`config.mk`:
```
export PLATFORM = sky130hd
export DESIGN_NAME = counter_step_ctrl
export DESIGN_NICKNAME = d
export VERILOG_FILES = /design/src/rtl/counter_ctrl_pkg.sv /design/src/rtl/key_debounce.sv /design/src/rtl/counter_step_ctrl.sv
export SDC_FILE = /design/constraint.sdc
export NUM_CORES = 1
export LEC_CHECK = 0
export CAP_MARGIN = 10
export CORE_ASPECT_RATIO = 0.6
export CORE_UTILIZATION = 30
export CTS_CLUSTER_SIZE = 25
export DETAILED_ROUTE_END_ITERATION = 8
export GPL_ROUTABILITY_DRIVEN = 0
export PLACE_DENSITY_LB_ADDON = 0.1
export SLEW_MARGIN = 20
export SYNTH_ARGS = -nofsm -noshare
export SYNTH_HDL_FRONTEND = slang
export SYNTH_SLANG_ARGS = --single-unit
```
`constraint.sdc`:
```
create_clock -name CLOCK_50 -period 2.9 [get_ports CLOCK_50]
set_input_delay 0.58 -clock CLOCK_50 [delete_from_list [all_inputs] [get_ports CLOCK_50]]
set_output_delay 0.58 -clock CLOCK_50 [all_outputs]
set_load 0.1 [all_outputs]
```
`src/rtl/counter_ctrl_pkg.sv`:
```
// Shared constants for the counter step sequencer: FSM encoding and output widths.
package counter_ctrl_pkg;

    localparam int STATE_W = 2;
    localparam int COUNT_W = 8;

    // Encoding 2'd3 is unused and recovers to MANUAL.
    typedef enum logic [STATE_W-1:0] {
        MANUAL = 2'd0,
        RUN    = 2'd1,
        LOAD   = 2'd2
    } ctrl_state_t;

endpackage

```
`src/rtl/key_debounce.sv`:
```
// Two-flop synchronizer followed by a stability counter; the output level follows
// the synchronized input only after it has differed for DEBOUNCE_CYCLES cycles in a row.
module key_debounce #(
    parameter int   DEBOUNCE_CYCLES = 500000,
    parameter logic RESET_LEVEL     = 1'b1
) (
    input  logic clk,
    input  logic rst_n,
    input  logic raw,
    output logic level
);

    localparam int CNT_W = (DEBOUNCE_CYCLES > 1) ? $clog2(DEBOUNCE_CYCLES) : 1;
    localparam logic [CNT_W-1:0] CNT_LAST = CNT_W'(DEBOUNCE_CYCLES - 1);

    logic [1:0]       sync_reg;
    logic [CNT_W-1:0] cnt_reg;
    logic [CNT_W-1:0] cnt_next;
    logic             level_reg;
    logic             level_next;

    // Any cycle where the input agrees with the accepted level restarts the count.
    always_comb begin
        cnt_next   = '0;
        level_next = level_reg;
        if (sync_reg[1] != level_reg) begin
            if (cnt_reg == CNT_LAST) begin
                level_next = sync_reg[1];
            end else begin
                cnt_next = cnt_reg + CNT_W'(1);
            end
        end
    end

    always_ff @(posedge clk or negedge rst_n) begin
        if (!rst_n) begin
            sync_reg  <= {2{RESET_LEVEL}};
            cnt_reg   <= '0;
            level_reg <= RESET_LEVEL;
        end else begin
            sync_reg  <= {sync_reg[0], raw};
            cnt_reg   <= cnt_next;
            level_reg <= level_next;
        end
    end

    assign level = level_reg;

endmodule

```
`src/rtl/counter_step_ctrl.sv`:
```
// Turns raw keys, the run switch and a divided clock into clean one-cycle load/step
// strobes for the custom-sequence counter, and keeps a tally of steps since the last load.
module counter_step_ctrl
    import counter_ctrl_pkg::*;
#(
    parameter int DEBOUNCE_CYCLES = 500000,
    parameter int TICK_DIV        = 50000000
) (
    input  logic               CLOCK_50,
    input  logic               RST_N,
    input  logic               key_step_n,
    input  logic               key_load_n,
    input  logic               run_sw,
    input  logic [1:0]         rate_sel,
    input  logic [3:0]         load_data,
    output logic               load,
    output logic [3:0]         load_value,
    output logic               step,
    output logic [STATE_W-1:0] state,
    output logic [COUNT_W-1:0] step_count
);

    localparam int TICK_W = $clog2(TICK_DIV + 1);
    // Bit order: 0 = step key, 1 = load key, 2 = run switch.
    localparam logic [2:0] RESET_LEVELS = 3'b011;

    logic [2:0] raw_in;
    logic [2:0] deb_level;

    assign raw_in = {run_sw, key_load_n, key_step_n};

    generate
        for (genvar gi = 0; gi < 3; gi++) begin : g_deb
            key_debounce #(
                .DEBOUNCE_CYCLES(DEBOUNCE_CYCLES),
                .RESET_LEVEL    (RESET_LEVELS[gi])
            ) u_deb (
                .clk  (CLOCK_50),
                .rst_n(RST_N),
                .raw  (raw_in[gi]),
                .level(deb_level[gi])
            );
        end
    endgenerate

    ctrl_state_t        state_reg;
    ctrl_state_t        state_next;
    logic [1:0]         key_prev_reg;
    logic [TICK_W-1:0]  tick_cnt_reg;
    logic [TICK_W-1:0]  tick_next;
    logic               step_reg;
    logic               step_next;
    logic               load_reg;
    logic               load_next;
    logic [3:0]         load_value_reg;
    logic [COUNT_W-1:0] step_count_reg;

    logic               step_evt;
    logic               load_evt;
    logic               run_lvl;
    logic [31:0]        period_full;
    logic [TICK_W-1:0]  tick_last;
    logic               tick_term;

    // Presses are falling edges of the debounced key level; releases are ignored.
    assign step_evt = key_prev_reg[0] & ~deb_level[0];
    assign load_evt = key_prev_reg[1] & ~deb_level[1];
    assign run_lvl  = deb_level[2];

    assign period_full = 32'(TICK_DIV) >> rate_sel;
    assign tick_last   = TICK_W'(period_full - 32'd1);
    // ">=" lets a counter stranded above a newly shortened period wrap immediately.
    assign tick_term   = (tick_cnt_reg >= tick_last);

    always_comb begin
        state_next = state_reg;
        step_next  = 1'b0;
        load_next  = 1'b0;
        tick_next  = '0;
        if (load_evt) begin
            // Load pre-empts any step or tick in the same cycle; that step is lost.
            state_next = LOAD;
            load_next  = 1'b1;
        end else begin
            case (state_reg)
                MANUAL: begin
                    step_next = step_evt;
                    if (run_lvl) begin
                        state_next = RUN;
                    end
                end
                RUN: begin
                    if (tick_term) begin
                        step_next = 1'b1;
                    end else begin
                        tick_next = tick_cnt_reg + TICK_W'(1);
                    end
                    if (!run_lvl) begin
                        state_next = MANUAL;
                        tick_next  = '0;
                    end
                end
                LOAD: begin
                    state_next = run_lvl ? RUN : MANUAL;
                end
                default: begin
                    state_next = MANUAL;
                end
            endcase
        end
    end

    always_ff @(posedge CLOCK_50 or negedge RST_N) begin
        if (!RST_N) begin
            state_reg      <= MANUAL;
            key_prev_reg   <= 2'b11;
            tick_cnt_reg   <= '0;
            step_reg       <= 1'b0;
            load_reg       <= 1'b0;
            load_value_reg <= '0;
            step_count_reg <= '0;
        end else begin
            state_reg    <= state_next;
            key_prev_reg <= deb_level[1:0];
            tick_cnt_reg <= tick_next;
            step_reg     <= step_next;
            load_reg     <= load_next;
            if (load_next) begin
                load_value_reg <= load_data;
                step_count_reg <= '0;
            end else if (step_next) begin
                step_count_reg <= step_count_reg + COUNT_W'(1);
            end
        end
    end

    assign load       = load_reg;
    assign load_value = load_value_reg;
    assign step       = step_reg;
    assign state      = state_reg;
    assign step_count = step_count_reg;

endmodule
```
==> results.json <==
{
  "core_area_sq_um": 17400,
  "cp_slowest_cell": "sky130_fd_sc_hd__maj3_1",
  "cp_data_arrival_time_ns": 3.02,
  "grt_max_degree": 84,
  "mapped_area_sq_um": 5420,
  "post_synthesis_compound_gate_area_fraction": 0.0402,
  "setup_viol": 0,
  "detailedRoute.firstIterationViolations": 232,
  "antenna_found_initial": 0,
  "cp_num_cells": 13,
  "synthMuxAreaShare": 0.00415,
  "place_ws_ns": -0.661,
  "r2r_setup_slack_ns": 0.41,
  "clk_pin_slew_ns": 0.07,
  "cts-root-to-sink-buffers": 2,
  "timing.critical_path.required_ns": 3.18,
  "crit_type": "in -> reg",
  "tritoncts": "done",
  "route.detailed.wl_per_inst_um": 13.7,
  "layout.cells.most_common": "sky130_fd_sc_hd__nor2_1",
  "detailed_place_hpwl_um": 8230,
  "timing.reg2reg.worst_path_depth": 9,
  "power.density_nw_per_um2": 451,
  "layout.cells.most_common_list": "103 x sky130_fd_sc_hd__nor2_1, 102 x sky130_fd_sc_hd__dfrtp_1, 58 x sky130_fd_sc_hd__nand2_1, 58 x sky130_fd_sc_hd__xor2_1, 44 x sky130_fd_sc_hd__nand3_1",
  "slew_violations": 0,
  "insertion_delay_ns": 0.36,
  "areaGrowthSynthToFinish_pct": 18.0,
  "finalPower_mw": 2.88,
  "largest_register_ff_count": 57,
  "grt_remaining_overflow": 0,
  "antenna_left": 0,
  "setup_repair_after_global_routing_missed_its_margin": "no",
  "hold_viol": 0,
  "synth_xor_area_frac": 0.129,
  "route.vias.total": 3878,
  "area_of_the_multi_input_gates_sq_um": 2590,
  "final.setup.worst_slack_ns": 0.164,
  "die_height_um": 106,
  "postSynthAreaPerCell_sq_um": 9.72,
  "timing.fmax_mhz": 366,
  "cts_inserted_buffers": 9,
  "path_cells": "clkdlybuf4s15_1 -> inv_2 -> nor2_2 -> buf_4 -> ha_1 -> and4_1 -> maj3_1 -> a21oi_2 -> o2111ai_2 -> buf_4 -> a211o_1 -> buf_8 -> nor2_1",
  "firstDrtPassIters": 4,
  "first_global_vias": 3840,
  "total_routing_usage_reported_by_global_routing": 0.137,
  "post_drt_via_cell_ratio": 4.58,
  "timing.max_cap.violations": 0,
  "synth.yosys.seq_area_share": 0.510,
  "synth_top_family_by_area": "simple AND/OR/NAND/NOR gates",
  "fillers": 1795,
  "htree_levels": 3,
  "worstSetupEndpointType": "flop",
  "io-pin-count": 27,
  "rows": 37,
  "period_needed_ns": 2.74,
  "min_period_over_period": 0.943,
  "outcome": "complete, no violations",
  "relSlewSlack": 0.529,
  "fp.dieW_um": 176,
  "antenna-diode-count": 0,
  "netlist_instances": 558,
  "worst-path-buf-inv": 5,
  "slowest_delay_ns": 0.37,
  "crit_fanout": 15,
  "grt_first_pass_wirelength_um": 19900,
  "yosys_warnings": 0,
  "floorplan.initialDensity": 0.311,
  "ctsRootBufferMaster": "sky130_fd_sc_hd__clkbuf_16",
  "drc": 0,
  "layout-drive-gt1-share": 0.131,
  "ys_ff_latch": 110,
  "power_leakage_nw": 2.85,
  "critical_path.top_delay_family": "buffers and inverters",
  "final_net_count": 644,
  "synthDistinctLibCells": 41,
  "tritoncts_sink_count": 110,
  "min-delay-path-class": "in -> async",
  "share_of_synthesized_cell_area_in_full_adder_half_adder_and_majority_cells": 0.0595,
  "post-route-util": 0.367,
  "timing.critical_path.from_type": "input pin",
  "worst-slew-pin-transition_ns": 0.701,
  "yosys.area_share.simple": 0.237,
  "seqCellArea_sq_um": 2760,
  "cts_post_setup_buffers_inserted": 0,
  "place.port_buffers": 26,
  "ir_drop_uv": 260,
  "wl_um": 11600,
  "finalClockSkew_ns": 0.0129,
  "crit_path_top_cell_by_count": "sky130_fd_sc_hd__buf_4",
  "die-area_sq_um": 18600
}
[synth_stat cells]
| cell type | instances | area, sq um |
|---|---|---|
| sky130_fd_sc_hd__o21ai_0 | 11 | 55.1 |
| sky130_fd_sc_hd__xnor2_1 | 22 | 193 |
| sky130_fd_sc_hd__and3_1 | 22 | 138 |
| sky130_fd_sc_hd__dfrtp_1 | 102 | 2550 |
| sky130_fd_sc_hd__and2_1 | 3 | 18.8 |
| sky130_fd_sc_hd__nor2b_1 | 2 | 12.5 |
| sky130_fd_sc_hd__inv_1 | 16 | 60.1 |
| sky130_fd_sc_hd__dfstp_2 | 8 | 210 |
| sky130_fd_sc_hd__nor3b_1 | 1 | 7.51 |
| sky130_fd_sc_hd__xor2_1 | 58 | 508 |
| sky130_fd_sc_hd__a211oi_1 | 1 | 7.51 |
| sky130_fd_sc_hd__nor2_1 | 105 | 394 |
| sky130_fd_sc_hd__or3_1 | 6 | 37.5 |
| sky130_fd_sc_hd__or4_1 | 1 | 7.51 |
| sky130_fd_sc_hd__nor4b_1 | 3 | 26.3 |
| sky130_fd_sc_hd__nor4_1 | 4 | 25.0 |
| sky130_fd_sc_hd__and4_1 | 4 | 35.0 |
| sky130_fd_sc_hd__nor3_1 | 4 | 20.0 |
| sky130_fd_sc_hd__o21ai_1 | 1 | 5.00 |
| sky130_fd_sc_hd__maj3_1 | 1 | 10.0 |
| sky130_fd_sc_hd__conb_1 | 2 | 7.51 |
| sky130_fd_sc_hd__clkbuf_1 | 8 | 30.0 |
| sky130_fd_sc_hd__or2_2 | 3 | 18.8 |
| sky130_fd_sc_hd__a31oi_1 | 1 | 6.26 |
| sky130_fd_sc_hd__o21bai_1 | 1 | 7.51 |
| sky130_fd_sc_hd__nand3_2 | 1 | 10.0 |
| sky130_fd_sc_hd__o211ai_1 | 2 | 15.0 |
| sky130_fd_sc_hd__o2111ai_2 | 1 | 15.0 |
| sky130_fd_sc_hd__ha_1 | 25 | 313 |
| sky130_fd_sc_hd__nand4b_1 | 1 | 8.76 |
| sky130_fd_sc_hd__a211o_1 | 1 | 8.76 |
| sky130_fd_sc_hd__a2111oi_2 | 1 | 15.0 |
| sky130_fd_sc_hd__o31ai_1 | 1 | 7.51 |
| sky130_fd_sc_hd__nand4_1 | 11 | 68.8 |
| sky130_fd_sc_hd__mux2_2 | 2 | 22.5 |
| sky130_fd_sc_hd__nand2b_1 | 1 | 6.26 |
| sky130_fd_sc_hd__a21oi_1 | 15 | 75.1 |
| sky130_fd_sc_hd__nand3_1 | 44 | 220 |
| sky130_fd_sc_hd__buf_2 | 3 | 15.0 |
| sky130_fd_sc_hd__nand2_1 | 58 | 218 |
| sky130_fd_sc_hd__nor4bb_1 | 1 | 10.0 |
[final cells by class]
class	count	share of cell area
sequential	110	0.432
multi-input combinational	422	0.405
timing repair buffer	49	0.0640
tap	234	0.0458
clock buffer	10	0.0358
inverter	16	0.00939
clock inverter	6	0.00763
[metal layers]
| metal | global-route usage | up-vias | share of wire |
|---|---|---|---|
| li1 | - | 1963 | - |
| met1 | 0.205 | 1870 | 0.57 |
| met2 | 0.191 | 34 | 0.39 |
| met3 | 0.0347 | 11 | 0.028 |
| met4 | 0.0453 | 0 | 0.012 |
| met5 | 0 | - | 0 |
[what timing repair did]
action / 4_1_cts / 5_1_grt
cloned: 0 / 0
setup endpoints to repair: 33 / 31
pin swaps: 1 / 5
hold buffers: 0 / 0
resized for setup: 10 / 7
[stage by stage]
stage | TNS, ns | instances | cell area [sq um] | hold WS [ns]
after floorplan | 0 | 559 | 5430 | 0.284
after global placement | -17.22 | 831 | 6080 | 0.338
after detailed placement | -20.15 | 831 | 6080 | 0.339
after CTS | 0 | 847 | 6380 | 0.146
after global routing | 0 | 847 | 6390 | 0.161
final | 0 | 847 | 6390 | 0.142
[kinds of logic after synthesis]
kind of cell,Yosys count
buf+inv,27
xor+xnor,80
flops,110
mux,2
compound gates,36
simple gates,275
other cells,2
fa+ha+maj,26
[final timing paths]
check / startpoint / to
worst min register to register: g_deb[2].u_deb.sync_reg[0] / g_deb[2].u_deb.sync_reg[1]
worst max register to register: tick_cnt_reg[12] / tick_cnt_reg[25]
max in group asynchronous: RST_N / key_prev_reg[1]
min in group CLOCK_50: g_deb[2].u_deb.sync_reg[0] / g_deb[2].u_deb.sync_reg[1]
worst max-delay path: rate_sel[1] / tick_cnt_reg[25]
worst min-delay path: RST_N / g_deb[0].u_deb.cnt_reg[13]
[where the power goes]
group          internal [mW]  switching [mW]
clock                  0.592           0.601
sequential              1.55          0.0124
combinational         0.0480          0.0792
total                   2.19           0.692
(Power assumes the default switching activity.)
